**config.mk**
```make
export PLATFORM = sky130hd
export DESIGN_NAME = chg_payout
export DESIGN_NICKNAME = d
export VERILOG_FILES = /design/src/rtl/chg_pkg.sv /design/src/rtl/chg_stock_cnt.sv /design/src/rtl/chg_payout.sv
export SDC_FILE = /design/constraint.sdc
export NUM_CORES = 1
export LEC_CHECK = 0
export BUFFER_PORTS_ARGS = -buffer_cell sky130_fd_sc_hd__buf_4
export CAP_MARGIN = 5
export CORE_MARGIN = 5
export CORE_UTILIZATION = 42
export CTS_CLUSTER_DIAMETER = 120
export DETAILED_ROUTE_END_ITERATION = 8
export GPL_TIMING_DRIVEN = 0
export PLACE_DENSITY = 0.69
export SETUP_SLACK_MARGIN = 0.15
export SLEW_MARGIN = 20
export SYNTH_ARGS = -nofsm -noshare
export SYNTH_HDL_FRONTEND = slang
export SYNTH_HIERARCHICAL = 1
export SYNTH_SLANG_ARGS = --single-unit
```
**constraint.sdc**
```tcl
create_clock -name clk -period 2.39 [get_ports clk]
set_clock_uncertainty 0.2 [all_clocks]
set_input_delay 0.1195 -clock clk [delete_from_list [all_inputs] [get_ports clk]]
set_output_delay 0.1195 -clock clk [all_outputs]
set_load 0.005 [all_outputs]
```
**src/rtl/chg_pkg.sv**
```systemverilog
// Shared types and constants for the change payout controller.
package chg_pkg;

  localparam int AMT_W_DEF       = 4;
  localparam int STOCK_W_DEF     = 4;
  localparam int INIT_STOCK_DEF  = 4;
  localparam int ACK_TIMEOUT_DEF = 8;

  // Coin face values, in 1-unit steps.
  localparam int COIN_2 = 2;
  localparam int COIN_1 = 1;

  typedef enum logic [2:0] {
    ST_IDLE   = 3'd0,
    ST_SELECT = 3'd1,
    ST_EJECT  = 3'd2,
    ST_DONE   = 3'd3,
    ST_FAULT  = 3'd4
  } chg_state_e;

endpackage

```
**src/rtl/chg_stock_cnt.sv**
```systemverilog
// Per-chute coin stock: saturating up/down counter, loaded with INIT on reset.
// A simultaneous increment and decrement cancel out.
module chg_stock_cnt
  import chg_pkg::*;
#(
  parameter int W    = STOCK_W_DEF,
  parameter int INIT = INIT_STOCK_DEF
) (
  input  logic         clk,
  input  logic         rst,
  input  logic         i_inc,
  input  logic         i_dec,
  output logic [W-1:0] o_cnt
);

  localparam logic [W-1:0] CNT_MAX = '1;

  logic [W-1:0] r_cnt;

  // Stock register: refill adds, payout removes, clamped at both ends.
  always_ff @(posedge clk or negedge rst) begin
    if (!rst) begin
      r_cnt <= W'(INIT);
    end else if (i_inc && !i_dec) begin
      if (r_cnt != CNT_MAX) r_cnt <= r_cnt + W'(1);
    end else if (i_dec && !i_inc) begin
      if (r_cnt != '0) r_cnt <= r_cnt - W'(1);
    end
  end

  assign o_cnt = r_cnt;

endmodule

```
**src/rtl/chg_payout.sv**
```systemverilog
// Change payout controller: takes one change amount per transaction and pays it
// greedily as 2-unit then 1-unit coins over a level request / ack handshake.
// Optional build macro: CHG_TIMEOUT_EN adds an ack timeout that parks the
// controller in a sticky FAULT state until reset.
//
// state  | meaning
// IDLE   | ready for a new amount
// SELECT | pick the next coin from remainder and stock (one cycle)
// EJECT  | request held on one chute until the hopper acks
// DONE   | one-cycle done pulse with the unpaid remainder
// FAULT  | hopper stopped acking; left only by reset
module chg_payout
  import chg_pkg::*;
#(
  parameter int AMT_W       = AMT_W_DEF,
  parameter int STOCK_W     = STOCK_W_DEF,
  parameter int INIT_STOCK  = INIT_STOCK_DEF,
  parameter int ACK_TIMEOUT = ACK_TIMEOUT_DEF
) (
  input  logic               clk,
  input  logic               rst,
  input  logic               chg_valid,
  input  logic [AMT_W-1:0]   chg_amt,
  output logic               chg_ready,
  output logic               o_2,
  output logic               o_1,
  input  logic               coin_ack,
  input  logic               refill_2,
  input  logic               refill_1,
  output logic [STOCK_W-1:0] stock_2,
  output logic [STOCK_W-1:0] stock_1,
  output logic               busy,
  output logic               done,
  output logic [AMT_W-1:0]   short,
  output logic               fault
);

  chg_state_e r_state;
  chg_state_e w_next;

  logic [AMT_W-1:0]   r_rem;
  logic               r_sel2;
  logic               r_o2;
  logic               r_o1;
  logic               r_done;
  logic [AMT_W-1:0]   r_short;
  logic               r_ready;
  logic               r_busy;

  logic               w_o2_d;
  logic               w_o1_d;
  logic               w_done_d;
  logic [AMT_W-1:0]   w_short_d;
  logic               w_ready_d;
  logic               w_busy_d;

  logic               w_sel2;
  logic               w_sel1;
  logic               w_ack;
  logic               w_tmo;
  logic               w_dec2;
  logic               w_dec1;
  logic [STOCK_W-1:0] w_stock_2;
  logic [STOCK_W-1:0] w_stock_1;

  // Greedy pick: a 2-unit coin whenever it fits and is stocked, else a 1-unit coin.
  assign w_sel2 = (r_rem >= AMT_W'(COIN_2)) && (w_stock_2 != '0);
  assign w_sel1 = !w_sel2 && (r_rem >= AMT_W'(COIN_1)) && (w_stock_1 != '0);

  // An ack only counts while a request is actually on the wire.
  assign w_ack  = (r_state == ST_EJECT) && coin_ack && (r_o2 || r_o1);
  assign w_dec2 = w_ack && r_o2;
  assign w_dec1 = w_ack && r_o1;

`ifdef CHG_TIMEOUT_EN
  localparam int TMO_W = (ACK_TIMEOUT > 1) ? $clog2(ACK_TIMEOUT) : 1;

  logic [TMO_W-1:0] r_tmo_cnt;
  logic             r_fault;

  // Ack timer: loaded on entry to EJECT, counts down each EJECT cycle.
  always_ff @(posedge clk or negedge rst) begin
    if (!rst) begin
      r_tmo_cnt <= '0;
    end else if ((r_state == ST_SELECT) && (w_next == ST_EJECT)) begin
      r_tmo_cnt <= TMO_W'(ACK_TIMEOUT - 1);
    end else if ((r_state == ST_EJECT) && (r_tmo_cnt != '0)) begin
      r_tmo_cnt <= r_tmo_cnt - TMO_W'(1);
    end
  end

  assign w_tmo = (r_state == ST_EJECT) && (r_tmo_cnt == '0) && !w_ack;

  // Sticky fault flag, raised on the edge that enters FAULT.
  always_ff @(posedge clk or negedge rst) begin
    if (!rst) begin
      r_fault <= 1'b0;
    end else if (w_next == ST_FAULT) begin
      r_fault <= 1'b1;
    end
  end

  assign fault = r_fault;
`else
  assign w_tmo = 1'b0;
  assign fault = 1'b0;

  // ACK_TIMEOUT has no effect in this build; an empty check keeps it referenced.
  if (ACK_TIMEOUT < 1) begin : g_tmo_unused
  end
`endif

  // State register.
  always_ff @(posedge clk or negedge rst) begin
    if (!rst) r_state <= ST_IDLE;
    else      r_state <= w_next;
  end

  // Next state and the values the output registers take on the next edge.
  always_comb begin
    w_next    = r_state;
    w_o2_d    = 1'b0;
    w_o1_d    = 1'b0;
    w_done_d  = 1'b0;
    w_short_d = '0;
    case (r_state)
      ST_IDLE: begin
        if (chg_valid && r_ready) w_next = ST_SELECT;
      end
      ST_SELECT: begin
        w_next = (w_sel2 || w_sel1) ? ST_EJECT : ST_DONE;
      end
      ST_EJECT: begin
        if (w_ack) begin
          w_next = ST_SELECT;
        end else if (w_tmo) begin
          w_next = ST_FAULT;
        end else begin
          w_o2_d = r_sel2;
          w_o1_d = !r_sel2;
        end
      end
      ST_DONE: begin
        w_next    = ST_IDLE;
        w_done_d  = 1'b1;
        w_short_d = r_rem;
      end
      ST_FAULT: begin
        w_next = ST_FAULT;
      end
      default: begin
        w_next = ST_IDLE;
      end
    endcase
    // Ready only once IDLE has been held for a full cycle, so it never overlaps done.
    w_ready_d = (r_state == ST_IDLE) && (w_next == ST_IDLE);
    w_busy_d  = !w_ready_d;
  end

  // Remainder and chute choice for the coin in flight.
  always_ff @(posedge clk or negedge rst) begin
    if (!rst) begin
      r_rem  <= '0;
      r_sel2 <= 1'b0;
    end else begin
      if ((r_state == ST_IDLE) && (w_next == ST_SELECT)) begin
        r_rem <= chg_amt;
      end else if (w_ack) begin
        r_rem <= r_rem - (r_o2 ? AMT_W'(COIN_2) : AMT_W'(COIN_1));
      end
      if (r_state == ST_SELECT) r_sel2 <= w_sel2;
    end
  end

  // Output registers.
  always_ff @(posedge clk or negedge rst) begin
    if (!rst) begin
      r_o2    <= 1'b0;
      r_o1    <= 1'b0;
      r_done  <= 1'b0;
      r_short <= '0;
      r_ready <= 1'b1;
      r_busy  <= 1'b0;
    end else begin
      r_o2    <= w_o2_d;
      r_o1    <= w_o1_d;
      r_done  <= w_done_d;
      r_short <= w_short_d;
      r_ready <= w_ready_d;
      r_busy  <= w_busy_d;
    end
  end

  chg_stock_cnt #(
    .W    (STOCK_W),
    .INIT (INIT_STOCK)
  ) u_stock_2 (
    .clk   (clk),
    .rst   (rst),
    .i_inc (refill_2),
    .i_dec (w_dec2),
    .o_cnt (w_stock_2)
  );

  chg_stock_cnt #(
    .W    (STOCK_W),
    .INIT (INIT_STOCK)
  ) u_stock_1 (
    .clk   (clk),
    .rst   (rst),
    .i_inc (refill_1),
    .i_dec (w_dec1),
    .o_cnt (w_stock_1)
  );

  assign o_2       = r_o2;
  assign o_1       = r_o1;
  assign done      = r_done;
  assign short     = r_short;
  assign chg_ready = r_ready;
  assign busy      = r_busy;
  assign stock_2   = w_stock_2;
  assign stock_1   = w_stock_1;

endmodule

```
==> results of run 1 <==
## layer usage
metal,part of all wire [%],GRT usage (%),vias to the layer above
li1,-,-,519
met1,43,16.6,492
met2,51,23.8,22
met3,4.1,2.30,4
met4,1.2,4.47,0
met5,0,0,-
## power by group through the flow
stage	sequential, mW	clock [mW]	combinational (mW)
6_report	0.889	0.187	1.14
5_1_grt	0.931	0.209	1.27
4_1_cts	0.893	0.189	1.10
3_5_place_dp	0.892	0	0.959
3_3_place_gp	0.880	0	0.910
2_1_floorplan	0.849	0	0.629
## cells in the mapped netlist, types with 2 or more instances
master,n
and2_1,4
fa_1,3
mux2i_1,3
nor2_1,6
nor4_4,2
xor2_1,2
dfrtp_1,22
nand2_1,6
xnor2_1,3
o21ai_1,3
ha_1,8
mux2_2,6
and3_2,3
a41oi_2,2
a21oi_1,7
o2bb2ai_2,2
nor3_1,2
nand3_1,2
inv_1,11
nor4_1,2
and3_1,3
or2_0,2
dfstp_2,3
## worst reg2reg max path, cell delays in order, from the launching register on
cell and delay [ns]:
dfrtp_2 0.45, nor3b_4 0.23, and3_2 0.20, inv_1 0.07
ha_4 0.18, buf_4 0.13, a41oi_2 0.19, o2bb2ai_4 0.16
mux2_4 0.31
## through the flow
stage / hold WS, ns / area, sq um / instances
3_3_place_gp: -0.162 / 1690 / 196
2_1_floorplan: -0.376 / 1430 / 124
6_report: 0.0192 / 1920 / 214
3_5_place_dp: -0.159 / 1690 / 196
4_1_cts: 0.0300 / 1870 / 210
5_1_grt: 0.0515 / 1920 / 214
## sequential cells by signal (all words and copies together) (netlist names)
| name | flops |
|---|---|
| r_state | 3 |
| busy | 1 |
| chg_ready | 1 |
| r_sel2 | 1 |
| r_rem | 4 |
| o_2 | 1 |
| u_stock_1/o_cnt | 4 |
| o_1 | 1 |
| u_stock_2/o_cnt | 4 |
| short | 4 |
| done | 1 |
## how the worst min path moves through the flow
stage	startpoint	end	slack, ns	depth (start not counted)
after global placement	rst	u_stock_1/o_cnt[3]	-0.16	1
after detailed placement	rst	u_stock_1/o_cnt[3]	-0.16	1
after global routing	rst	u_stock_1/o_cnt[1]	0.05	2
after floorplan	rst	busy	-0.38	0
after CTS	rst	u_stock_1/o_cnt[3]	0.03	2
final	refill_2	u_stock_2/o_cnt[0]	0.02	5
## what timing repair did
| item | in CTS | in global routing |
|---|---|---|
| resized for setup | 13 | 2 |
| cloned | 0 | 0 |
| hold buffers | 6 | 0 |
| buffers inserted | 4 | 4 |
| pin swaps | 4 | 2 |
| endpoints found under the hold margin | 32 | 0 |
| setup endpoints to repair | 6 | 6 |
## logic make-up after synthesis
kind of cell / share of synthesized area, %
XOR/XNOR: 3.07
adder cells (fa/ha/maj): 11.2
other: 0.263
flip-flops: 44.1
AO/OA/AOI/OAI: 11.2
AND/OR/NAND/NOR: 18.8
multiplexers: 6.84
buffers and inverters: 4.56
## area by class of cell
type,count,area [sq um]
inverters,11,46.3
clock buffers,4,26.3
fillers,293,1390
well taps,46,57.6
multi-input cells,85,821
flip-flops and latches,25,631
plain buffers,3,23.8
repair buffers,40,315
==> impl_metrics.yaml, run 1 <==
placement:
  pre_cts_ws_ns: -0.0524
  hpwl_um: 2070
  gp_congestion: 0.804
  portBuffers: 26
die:
  pin_count: 28
  die_w_um: 68.3
  die_area_sq_mm: 0.00466
  chipHeight_um: 68.3
  coreArea_sq_mm: 0.00331
  placementRows: 21
  start_util_pct: 43.1
synthesis:
  yosys.cell_types.count: 40
  async_flop_share_pct: 100
  yosys.area.top_type_share_pct: 38.6
  ys_ff_latch: 25
  syn_area_sq_mm: 0.00143
  synth_area_leaders: "dfrtp_1, ha_1, dfstp_2, mux2_2, fa_1"
  synth_warnings: 6
  synth_edf_count: 0
  netlist_instances: 124
  synth_ff_type: "dfrtp_1"
  synth_top_area_cell: "dfrtp_1"
  syn-num-nets: 145
  syn_area_per_cell_sq_um: 11.5
  seq_area_frac_synth_pct: 44.1
power_and_ir_drop:
  seq_power_share_pct: 40.2
  pwr-share-comb_pct: 51.4
  leakage_nw: 0.871
  powerDensity_mw_per_mm2: 1150
  power_mw: 2.22
  switching_share_pct: 38.9
  vdd_drop_max_mv: 0.556
  internal_power_mw: 1.35
  p_clk_share_pct: 8.5
  power.switching_uw: 862
global_routing:
  track_usage_pct: 13.5
  grt_pass1_wl_um: 4770
  grt_max_degree: 26
  grt_pass1_vias: 1097
  overflow: 0
  antenna_found_initial: 0
timing:
  tns_ns: 0
  period_needed_ns: 2.22
  setup_slack_ns: 0.168
  finalSetupViolCount: 0
  period_share_pct: 93.0
  hold_violations: 0
  final_max_slew_viol_count: 0
  grt_setup_unrepaired: "true"
  max_freq_mhz: 450
finish:
  syn2layout_area_growth_pct: 34.5
  mostFrequentLayoutCells: "buf_4, dfrtp_1, inv_1"
  nNetsFinal: 190
  final_common_cell: "buf_4"
  layout-drive-gt1-share_pct: 43.5
  antenna_cells: 0
  finish.utilization_pct: 58.0
critical_path:
  rr_endpoint: "u_stock_2/o_cnt[1]"
  cp-start-kind: "flop"
  crit_arrival_ns: 2.24
  slowest_stage: "dfrtp_2"
  path_cells: "nor3b_4 > and3_2 > inv_1 > ha_4 > buf_4 > a41oi_2 > o2bb2ai_4 > mux2_4"
  worstSetupEndpointType: "flop"
  slowest_delay_ns: 0.45
  crit_buf_inv: 2
  rrSetupSlack_ns: 0.17
  r2r_start: "r_state[0]"
  path_max_fanout: 3
  worstSetupStartpoint: "r_state[0]"
  crit_required_ns: 2.40
  crit_type: "reg2reg"
  path_delay_family: "flip-flops"
  rr_worst_depth: 8
  path_depth: 8
  endpoint: "u_stock_2/o_cnt[1]"
cts:
  clk_latency_ns: 0.32
  cts_tree: "done"
  cts_buffer_depth: 2
  clk_pin_slew_ns: 0.13
  cts_buffers: 3
  htreeDepth: 1
  cts_sinks: 25
  clock-root-buffer: "clkbuf_4"
route:
  wl_per_cell_um: 13.6
  dr_total_vias: 1037
  postRouteAntennaNets: 0
  dr.pass1.iters: 4
  wirelength_um: 2910
  drc: 0
  drtIter0Drc: 40
  vias_per_cell: 4.85
outcome:
  outcome: "completed"
flow_run:
  drv_cap: 0
min_path:
  hold_path.class: "in2reg"
(Power assumes the default switching activity.)
==> run 2, diff against run 1 <==
Settings changed: PLACE_DENSITY 0.69 to 0.71.
==> run 2 against run 1 <==
Clock power is essentially flat; largest power group unchanged; critical endpoint is now u_stock_1/o_cnt[3]; cell count shrank 0.93%; critical path depth grew 2; sequential power grew 0.4%; global-route usage grew 0.80 points; wire length grew 0.41%.
==> impl_metrics.yaml, run 2 (same netlist as run 1, synthesis figures left out) <==
die:
  coreArea_sq_mm: 0.00331
  die_w_um: 68.3
  chipHeight_um: 68.3
  pin_count: 28
  placementRows: 21
  die_area_sq_mm: 0.00466
  start_util_pct: 43.1
global_routing:
  grt_pass1_wl_um: 4970
  antenna_found_initial: 0
  overflow: 0
  grt_pass1_vias: 1125
  track_usage_pct: 14.3
  grt_max_degree: 26
finish:
  instances_no_fill: 212
  antenna_cells: 0
  layout-drive-gt1-share_pct: 47.0
  final_common_cell: "buf_4"
  mostFrequentLayoutCells: "buf_4, dfrtp_1, inv_1, dlygate4sd3_1"
  syn2layout_area_growth_pct: 38.3
  nNetsFinal: 188
cts:
  htreeDepth: 1
  cts_buffers: 3
  clk_pin_slew_ns: 0.13
  cts_buffer_depth: 2
  cts_tree: "done"
  clk_latency_ns: 0.32
  clock-root-buffer: "clkbuf_4"
  cts_sinks: 25
route:
  postRouteAntennaNets: 0
  vias_per_cell: 4.93
  drc: 0
  drtIter0Drc: 24
  dr.pass1.iters: 4
  wl_per_cell_um: 13.8
  dr_total_vias: 1046
  wirelength_um: 2920
timing:
  finalSetupViolCount: 0
  max_freq_mhz: 436
  period_needed_ns: 2.29
  hold_violations: 0
  period_share_pct: 95.9
  final_max_slew_viol_count: 0
  grt_setup_unrepaired: "true"
power_and_ir_drop:
  p_clk_share_pct: 8.2
  seq_power_share_pct: 38.5
  pwr-share-comb_pct: 53.3
  power_mw: 2.32
  switching_share_pct: 39.2
  power.switching_uw: 910
  vdd_drop_max_mv: 0.614
  internal_power_mw: 1.41
  powerDensity_mw_per_mm2: 1170
  leakage_nw: 0.875
placement:
  portBuffers: 26
  dp.cells: 196
  gp_congestion: 0.815
  hpwl_um: 2140
critical_path:
  r2r_start: "r_state[2]"
  crit_arrival_ns: 2.34
  worstSetupStartpoint: "r_state[2]"
  crit_required_ns: 2.44
  crit_type: "reg2reg"
  worstSetupEndpointType: "flop"
  cp-start-kind: "flop"
  path_max_fanout: 5
min_path:
  hold_path.class: "in2reg"
  hold_start: "refill_1"
outcome:
  outcome: "completed"
flow_run:
  drv_cap: 0
run 2: per-stage QoR:
stage	TNS [ns]	util, %	setup WS, ns	hold slack, ns	area [sq um]
after global routing	-0.0000189	59.6	-0.0000189	0.0191	1970
after CTS	0	57.1	0.104	0.00480	1890
final	0	59.6	0.0990	0.0141	1970
after floorplan	0	-	0.164	-0.376	1430
after detailed placement	-0.0417	50.9	-0.0417	-0.160	1690
after global placement	0	50.9	0.0377	-0.165	1690
run 2: area by class of cell:
cell class | count | area [sq um]
Buffer | 3 | 23.8
Clock buffer | 4 | 26.3
Fill cell | 297 | 1340
Inverter | 11 | 51.3
Multi-Input combinational cell | 85 | 882
Sequential cell | 25 | 631
Tap cell | 46 | 57.6
Timing Repair Buffer | 38 | 303
run 2: final timing paths:
kind	end	slack (ns)	cells past startpoint
max	u_stock_1/o_cnt[3]	0.1	10
min	u_stock_1/o_cnt[0]	0.01	5
max reg2reg	u_stock_1/o_cnt[3]	0.1	10
min reg2reg	o_1	0.25	1
max in group asynchronous	chg_ready	1.67	2
min in group asynchronous	u_stock_1/o_cnt[3]	0.03	2
run 2: timing repair:
item,4_1_cts,5_1_grt
endpoints found under the setup margin,6,6
setup buffers,3,2
hold buffers,7,0
gates resized for setup,16,16
pin swaps,8,13
hold endpoints to repair,33,0
run 2: power by group through the flow:
stage	logic (mW)	clock network (mW)	registers, mW
6_report	1.24	0.190	0.893
5_1_grt	1.37	0.219	0.928
4_1_cts	1.12	0.199	0.891
3_5_place_dp	0.971	0	0.895
3_3_place_gp	0.917	0	0.877
2_1_floorplan	0.629	0	0.849
run 2: metal layers:
metal / vias to the layer above / global-route usage [%] / wire length, um / share of wire (%)
met5: - / 0 / 0 / 0
met1: 509 / 16.0 / 1190 / 41
met3: 5 / 2.79 / 127 / 4.3
met2: 19 / 25.9 / 1550 / 53
li1: 513 / - / - / -
met4: 0 / 6.70 / 52 / 1.8
run 2: worst max-delay path, cell delays in order (launching register included):
cell     delay [ns]
dfrtp_1        0.43
nor3b_4        0.28
and3_4         0.22
inv_2          0.04
ha_4           0.18
inv_6          0.07
ha_4           0.21
a21oi_4        0.16
and3_4         0.19
o21ai_1        0.06
xnor2_1        0.17
==> run 3, diff against run 2 <==
Settings changed: GPL_TIMING_DRIVEN 0 to default.
==> run 3 against run 2 <==
Sequential share of layout area increased by 1.9 points; power decreased by 6.5%; core utilization decreased by 3.5 points; critical endpoint unchanged; cell count decreased by 1.9%; clock-buffer cell count decreased by 1; die area unchanged; flip-flop and latch count unchanged; global-route usage increased by 0.079 points; cell area decreased by 5.9%; worst setup slack improved by 0.056 ns.
==> impl_metrics.yaml, run 3 (same netlist as run 1, synthesis figures left out) <==
outcome:
  outcome: "completed"
critical_path:
  crit_required_ns: 2.45
  crit_arrival_ns: 2.29
  rr_worst_depth: 10
  r2r_start: "r_state[1]"
  rr_endpoint: "u_stock_1/o_cnt[3]"
  cp-start-kind: "flop"
  rrSetupSlack_ns: 0.16
  path_max_fanout: 5
  worstSetupEndpointType: "flop"
  crit_type: "reg2reg"
route:
  postRouteAntennaNets: 0
  dr.pass1.iters: 5
  dr_total_vias: 1032
  drc: 0
  wirelength_um: 2840
  drtIter0Drc: 61
  vias_per_cell: 4.96
  wl_per_cell_um: 13.6
cts:
  clk_latency_ns: 0.33
  clock-root-buffer: "clkbuf_4"
  clk_pin_slew_ns: 0.14
  cts_sinks: 25
  htreeDepth: 1
  cts_buffer_depth: 2
  cts_buffers: 3
  cts_tree: "done"
global_routing:
  antenna_found_initial: 0
  grt_max_degree: 26
  overflow: 0
  track_usage_pct: 14.4
  grt_pass1_wl_um: 5030
  grt_pass1_vias: 1135
power_and_ir_drop:
  power_mw: 2.17
  powerDensity_mw_per_mm2: 1170
  leakage_nw: 0.830
  vdd_drop_max_mv: 0.714
die:
  chipHeight_um: 68.3
  pin_count: 28
  placementRows: 21
  die_w_um: 68.3
  start_util_pct: 43.1
  die_area_sq_mm: 0.00466
  coreArea_sq_mm: 0.00331
finish:
  nNetsFinal: 184
  antenna_cells: 0
  nFillCells: 298
  mostFrequentLayoutCells: "buf_4, dfrtp_1, inv_1"
  layout-drive-gt1-share_pct: 41.4
  seqCellArea_sq_um: 629
  syn2layout_area_growth_pct: 30.1
  stdcell_area_sq_mm: 0.00186
  final_common_cell: "buf_4"
  finish.utilization_pct: 56.1
  multi_input_area_sq_um: 802
flow_run:
  drv_cap: 0
placement:
  placed_cell_area_sq_mm: 0.00168
  gp_congestion: 0.811
  hpwl_um: 2120
  portBuffers: 26
timing:
  period_needed_ns: 2.23
  final_max_slew_viol_count: 0
  hold_violations: 0
  finalSetupViolCount: 0
  max_freq_mhz: 447
  tns_ns: 0
  grt_setup_unrepaired: "true"
  period_share_pct: 93.5
min_path:
  hold_path.class: "in2async"
[run 3: cell count changes in the layout (fill, tap and decap cells not counted), sizes merged]
| cell | before | now |
|---|---|---|
| clkbuf | 4 | 3 |
| buf | 34 | 31 |
| dlygate4sd3 | 7 | 6 |
| clkinvlp | 0 | 1 |
[run 3: cell type report]
type / instances / area share (%)
Tap cell: 46 / 3.10
Timing Repair Buffer: 37 / 15.8
Clock buffer: 3 / 1.21
Inverter: 11 / 2.49
Multi-Input combinational cell: 85 / 43.2
Sequential cell: 25 / 33.9
Clock inverter: 1 / 0.404
[run 3: timing repair]
item | in CTS | in global routing
setup buffers | 3 | 0
pin swaps | 0 | 4
setup endpoints to repair | 6 | 6
endpoints found under the hold margin | 32 | 0
hold buffers | 6 | 0
resized for setup | 6 | 5
[run 3: routing by layer]
layer / vias to the layer above / wire length, um / GRT usage [%]
li1: 505 / - / -
met1: 499 / 1200 / 16.8
met2: 24 / 1450 / 26.1
met3: 4 / 146 / 3.12
met4: 0 / 38 / 4.47
met5: - / 0 / 0
[run 3: power breakdown]
part           switching, mW  internal [mW]
clock network          0.131         0.0640
logic                  0.470          0.624
registers              0.262          0.617
[run 3: worst max-delay path by stage]
stage | from | end | cells past startpoint
floorplan | r_state[2] | u_stock_1/o_cnt[3] | 10
global placement | r_state[1] | u_stock_2/o_cnt[3] | 10
detailed placement | r_state[2] | u_stock_1/o_cnt[3] | 10
CTS | r_state[2] | u_stock_2/o_cnt[3] | 10
global route | r_state[0] | u_stock_2/o_cnt[3] | 10
finish | r_state[1] | u_stock_1/o_cnt[3] | 10
[run 3: worst max-delay path, cell delays in order, from the launching register on]
cell and delay [ns]:
dfrtp_1 0.40, nor3b_4 0.16, and3_2 0.21, inv_2 0.07
ha_4 0.18, inv_4 0.06, ha_4 0.29, nand3_1 0.11
and3_1 0.20, o21ai_1 0.15, xnor2_1 0.14
[run 3: per-stage QoR]
stage / hold slack [ns] / worst slack, ns / std cells
after floorplan: -0.376 / 0.164 / 124
after global placement: -0.165 / 0.0986 / 195
after detailed placement: -0.159 / 0.0420 / 195
after CTS: 0.00856 / 0.166 / 208
after global routing: 0.0312 / 0.0731 / 208
final: 0.00689 / 0.155 / 208
